===== src/rtl/axi_rd_arbiter_pkg.sv =====
// Shared AXI read-channel field layout and FSM encoding
// for the fetch/LSU read-port arbiter.
package axi_rd_arbiter_pkg;

    localparam int AR_W = 49;
    localparam int R_W  = 39;

    localparam int AR_BURST_LSB = 0;
    localparam int AR_SIZE_LSB  = 2;
    localparam int AR_LEN_LSB   = 5;
    localparam int AR_ID_LSB    = 13;
    localparam int AR_ADDR_LSB  = 17;

    localparam int R_ID_LSB   = 0;
    localparam int R_LAST_BIT = 4;
    localparam int R_RESP_LSB = 5;
    localparam int R_DATA_LSB = 7;

    localparam logic [1:0] RESP_OKAY = 2'b00;

    localparam int STARVE_LIMIT_DEF = 4;

    typedef enum logic [1:0] {
        ST_IDLE = 2'd0,
        ST_ADDR = 2'd1,
        ST_DATA = 2'd2
    } state_t;

    function automatic logic r_last(input logic [R_W-1:0] r);
        return r[R_LAST_BIT];
    endfunction

endpackage


===== src/rtl/axi_rd_pick.sv =====
// Two-way read-request picker: m1 preferred, m0 forced through
// once it has watched STARVE_LIMIT consecutive m1 grants.
module axi_rd_pick #(
    parameter int STARVE_LIMIT = 4
) (
    input  logic clock,
    input  logic reset,
    input  logic en,
    input  logic req0,
    input  logic req1,
    output logic gnt,
    output logic win
);

    localparam int CW = $clog2(STARVE_LIMIT + 1);

    logic [CW-1:0] cnt;
    logic          force0;

    assign force0 = (cnt == CW'(STARVE_LIMIT));
    assign gnt    = en & (req0 | req1);
    assign win    = req1 & ~(req0 & force0);

    always_ff @(posedge clock or posedge reset) begin
        if (reset) begin
            cnt <= '0;
        end else if (!req0) begin
            cnt <= '0;
        end else if (gnt) begin
            // win with req0 high implies the limit is not yet reached
            cnt <= win ? cnt + CW'(1) : '0;
        end
    end

endmodule


===== src/rtl/axi_rd_arbiter.sv =====
// Shares one AXI4 read port between fetch (m0) and LSU (m1),
// one burst at a time, with fetch-flush draining of m0 bursts.
module axi_rd_arbiter
    import axi_rd_arbiter_pkg::*;
#(
    parameter int STARVE_LIMIT = STARVE_LIMIT_DEF
) (
    input  logic            clock,
    input  logic            reset,
    input  logic            m0_flush_i,
    input  logic            m0_arvalid_i,
    output logic            m0_arready_o,
    input  logic [AR_W-1:0] m0_ar_i,
    output logic            m0_rvalid_o,
    input  logic            m0_rready_i,
    output logic [R_W-1:0]  m0_r_o,
    input  logic            m1_arvalid_i,
    output logic            m1_arready_o,
    input  logic [AR_W-1:0] m1_ar_i,
    output logic            m1_rvalid_o,
    input  logic            m1_rready_i,
    output logic [R_W-1:0]  m1_r_o,
    output logic            s_arvalid_o,
    input  logic            s_arready_i,
    output logic [AR_W-1:0] s_ar_o,
    input  logic            s_rvalid_i,
    output logic            s_rready_o,
    input  logic [R_W-1:0]  s_r_i,
    output logic            busy_o
);

    state_t          state;
    logic            grant;
    logic            drop;
    logic [AR_W-1:0] ar_q;

    logic idle;
    logic in_data;
    logic pick_gnt;
    logic pick_win;
    logic flush_hit;
    logic drop_eff;
    logic g_rready;
    logic beat_last;

    assign idle    = (state == ST_IDLE);
    assign in_data = (state == ST_DATA);

    axi_rd_pick #(
        .STARVE_LIMIT(STARVE_LIMIT)
    ) u_pick (
        .clock (clock),
        .reset (reset),
        .en    (idle & ~reset),
        .req0  (m0_arvalid_i),
        .req1  (m1_arvalid_i),
        .gnt   (pick_gnt),
        .win   (pick_win)
    );

    // A flush only matters for an m0 burst already past IDLE
    assign flush_hit = m0_flush_i & ~grant & ~idle;
    assign drop_eff  = drop | flush_hit;
    assign g_rready  = grant ? m1_rready_i : m0_rready_i;
    assign beat_last = s_rvalid_i & s_rready_o & r_last(s_r_i);

    assign m0_arready_o = pick_gnt & ~pick_win;
    assign m1_arready_o = pick_gnt & pick_win;

    assign s_arvalid_o = (state == ST_ADDR);
    assign s_ar_o      = ar_q;
    assign s_rready_o  = in_data & (drop_eff | g_rready);
    assign busy_o      = ~idle;

    assign m0_rvalid_o = in_data & ~grant & ~drop_eff & s_rvalid_i;
    assign m1_rvalid_o = in_data & grant & s_rvalid_i;
    assign m0_r_o      = (in_data & ~grant & ~drop_eff) ? s_r_i : '0;
    assign m1_r_o      = (in_data & grant) ? s_r_i : '0;

    always_ff @(posedge clock or posedge reset) begin
        if (reset) begin
            state <= ST_IDLE;
            grant <= 1'b0;
            drop  <= 1'b0;
            ar_q  <= '0;
        end else begin
            unique case (state)
                ST_IDLE: begin
                    drop <= 1'b0;
                    if (pick_gnt) begin
                        grant <= pick_win;
                        ar_q  <= pick_win ? m1_ar_i : m0_ar_i;
                        state <= ST_ADDR;
                    end
                end
                ST_ADDR: begin
                    if (flush_hit) drop <= 1'b1;
                    if (s_arready_i) state <= ST_DATA;
                end
                ST_DATA: begin
                    if (flush_hit) drop <= 1'b1;
                    if (beat_last) state <= ST_IDLE;
                end
                default: state <= ST_IDLE;
            endcase
        end
    end

endmodule


===== config.mk =====
export PLATFORM = sky130hd
export DESIGN_NAME = axi_rd_arbiter
export DESIGN_NICKNAME = d
export VERILOG_FILES = /design/src/rtl/axi_rd_arbiter_pkg.sv /design/src/rtl/axi_rd_pick.sv /design/src/rtl/axi_rd_arbiter.sv
export SDC_FILE = /design/constraint.sdc
export NUM_CORES = 1
export LEC_CHECK = 0
export BUFFER_PORTS_ARGS = -buffer_cell sky130_fd_sc_hd__buf_2
export CAP_MARGIN = 15
export CORE_MARGIN = 8
export CORE_UTILIZATION = 30
export CTS_BUF_LIST = sky130_fd_sc_hd__clkbuf_4 sky130_fd_sc_hd__clkbuf_8
export CTS_CLUSTER_SIZE = 12
export DETAILED_ROUTE_END_ITERATION = 8
export PLACE_DENSITY = 0.73
export RECOVER_POWER = 25
export SYNTH_ARGS = -nofsm -noshare
export SYNTH_HDL_FRONTEND = slang
export SYNTH_SLANG_ARGS = --single-unit
export TNS_END_PERCENT = 50

===== constraint.sdc =====
create_clock -name clock -period 1.97 [get_ports clock]
set_clock_uncertainty 0.15 [all_clocks]
set_input_delay 0.197 -clock clock [delete_from_list [all_inputs] [get_ports clock]]
set_output_delay 0.197 -clock clock [all_outputs]
set_load 0.005 [all_outputs]

==> run metrics <==
clock latency on the worst-skew pair 0.31 ns; Worst Path Arrival 1.93 ns; sequential fraction of the synthesis area 44.11%; top_reg_cell synth dfrtp_1; die area 0.01414 sq mm; CTS Buf Count 5; Final Wtd Congestion 0.9314; most used cell, CP buf_6; mux cell area share after synthesis 0.7089%; post-DP HPWL 11410 um; Cell Chain, Critical Path inv_2, ha_4, nor2b_4, nor4b_4, buf_4, buf_6, buf_6, and2_4, buf_6; vias in the first global route 4653; DIE HEIGHT 118.9 um; Simple-Gate Fraction of Synth Area 29.85%; top cells by area, synth dfrtp_1 44%, a221o_1 15%, nor2b_1 10%; # clock sinks 56; Async SR Flop Fraction 100.0%; IO Count 280; Reg clk slew, reported paths 0.11 ns; I/O Buffers 279; Starting Density 30.77%; Mapped Avg Cell Area 10.12 sq um; layout cell share with drive strength beyond 1 51.47%; Post-synth top cells 56 x dfrtp_1, 53 x nor2b_1, 49 x a221o_1; Synth top area share 44.11%; placed cell areas 0.004771 sq mm; final number of setup-violating endpoints 95; Worst Path Required 1.62 ns; syn nets 466; crit path max fanout 5; adder-cell share of the synthesized area 2.363%; Pwr per Cell Area 981.5 mW/mm^2; final worst path period share 115.6%; grt total ovfl 0; DR DRC count 0; initial antenna violation count 13; Slew HR 44.03%; CP Class flop to output pin; Max Cap Viol 0; Cell Area, Synth 0.003177 sq mm; Syn. warnings 0; crit end category output pin; crit-path leading delay family buffers and inverters; Max Buffers Root-to-Sink 2; status finished with violations; Total Wirelength 18150 um; area leader, netlist dfrtp_1; minimum clock period after layout 2.278 ns; largest stage delay on the critical path 0.42 ns; GRT Util Overall 22.65%; XOR/XNOR Fraction of Synth Area 0%; first-pass GRT wire length 25430 um; unrepaired setup endpoints after global routing true; TNS Setup -17.68 ns; fmax 439.0 MHz; Die Wd 118.9 um; core area 0.01032 sq mm; CTS H-tree lvls 2; largest family of logic cells by synthesized area simple AND/OR/NAND/NOR gates; DR WL/cell 20.99 um; post-route ant nets 0; largest net degree at the start of global routing 41; unique cell type count in the Yosys netlist 27; violated checks negative setup slack; Buffers & Inverters on Critical Path 5; #FFs+latches synth 56; drt pass-1 iters 5; via count 4357; final instance area 0.006584 sq mm; Hold Path Class primary input to flop; # rows 37; Slew Viols, Final 0; area grow syn2layout 107.2%; CTS root buf clkbuf_8; Post-synth EDFFs 0; CP max-delay cell dfrtp_1; leakage 0.003585 uW; most frequent cell after synthesis dfrtp_1; startpoint types flop; Max IR drop VDD 475.7 uV; Fin. Hold Viols 0; setup slack after layout -0.3079 ns; Final #Nets 866; initial drt markers 308; compound-gate portion of the synthesized area 17.92%; CTS tree yes; Via density 5.037; Tightest Pin Transition 0.8395 ns; # fillers 820; cell count after synthesis 314
[through the flow]
| stage | util, % | total power (uW) | cells | setup WS (ns) | hold slack [ns] |
|---|---|---|---|---|---|
| global placement | 46.21 | 4696 | 712 | 0.05286 | 0.1408 |
| detailed placement | 46.21 | 4787 | 712 | -0.002306 | 0.1563 |
| floorplan | - | 3461 | 314 | 0.1592 | 0.1752 |
| CTS | 59.58 | 5989 | 837 | -0.2861 | 0.1338 |
| finish | 63.77 | 6462 | 865 | -0.3079 | 0.1115 |
| global route | 63.77 | 6868 | 865 | -0.3809 | 0.1129 |
[layout make-up]
type                            instances  area [sq um]  area share (%)
Clock buffer                            6         82.58           1.254
Timing Repair Buffer                  422          3095           47.02
Tap cell                              136         170.2           2.585
Clock inverter                          2         13.76          0.2090
Sequential cell                        56          1401           21.28
Inverter                                6         22.52          0.3421
Antenna cell                           14         35.03          0.5321
Multi-Input combinational cell        223          1763           26.78
[per-layer routing]
metal | up-vias | wire length [um] | GRT usage (%)
li1 | 1944 | - | -
met1 | 2080 | 5973 | 19.91
met2 | 274 | 9880 | 42.49
met3 | 59 | 1404 | 7.180
met4 | 0 | 897 | 16.84
met5 | - | 0 | 0
[registers in the layout (all words and copies together), names as in the netlist]
signal      count
s_ar_o         49
u_pick.cnt      3
state           2
drop            1
grant           1
[power by group]
group	switching (uW)	internal, uW	leakage (uW)	total, uW
Combinational	1650	2170	0.00283	3820
Sequential	305	1650	0.000703	1960
Clock	389	289	0.0000517	677
Total	2350	4120	0.00359	6460
[path summary, 6_finish.rpt]
kind | startpoint | endpoint | slack, ns | depth (start not counted)
min in group asynchronous | reset | drop | 0.55 | 4
min | m0_flush_i | drop | 0.11 | 4
max reg2reg | state[0] | s_ar_o[25] | -0.22 | 12
max in group asynchronous | reset | s_ar_o[45] | 0.49 | 4
max | state[0] | m0_r_o[5] | -0.31 | 9
min reg2reg | u_pick.cnt[0] | u_pick.cnt[0] | 0.46 | 1
[what timing repair did]
item	4_1_cts	5_1_grt
cloned	4	5
hold buffers	100	0
hold endpoints to repair	106	0
pin swaps	4	23
resized for setup	23	57
setup buffers	13	13
endpoints found under the setup margin	84	135
[kinds of logic after synthesis]
| group | after synthesis |
|---|---|
| simple gates | 154 |
| compound gates | 61 |
| flops | 56 |
| buf+inv | 35 |
| fa+ha+maj | 6 |
| mux | 2 |
[worst reg2reg max path, stage by stage (launching register included)]
cell and delay [ns]:
dfrtp_1 0.42, inv_2 0.13, ha_4 0.17, buf_4 0.11, buf_6 0.09, buf_4 0.11
nand2b_4 0.07, nor2_4 0.14, buf_12 0.15, buf_12 0.10, clkbuf_16 0.14, nor2b_1 0.04
a221o_1 0.27
[cells in the final DEF (no fill, tap or decap), types with 4 or more instances in the layout]
| cell | Yosys | final |
|---|---|---|
| buf_12 | 0 | 9 |
| ha_1 | 6 | 4 |
| a221o_1 | 49 | 49 |
| and2_1 | 41 | 20 |
| buf_6 | 0 | 29 |
| dlygate4sd3_1 | 0 | 100 |
| diode_2 | 0 | 14 |
| nor2b_1 | 53 | 50 |
| dfrtp_1 | 56 | 56 |
| buf_4 | 3 | 19 |
| clkbuf_16 | 0 | 5 |
| nand2_1 | 6 | 5 |
| o21ai_0 | 5 | 5 |
| clkbuf_8 | 0 | 6 |
| and3_1 | 41 | 40 |
| buf_2 | 13 | 255 |
| and2_4 | 0 | 21 |
Note: power is estimated with default switching activity, not from simulation.
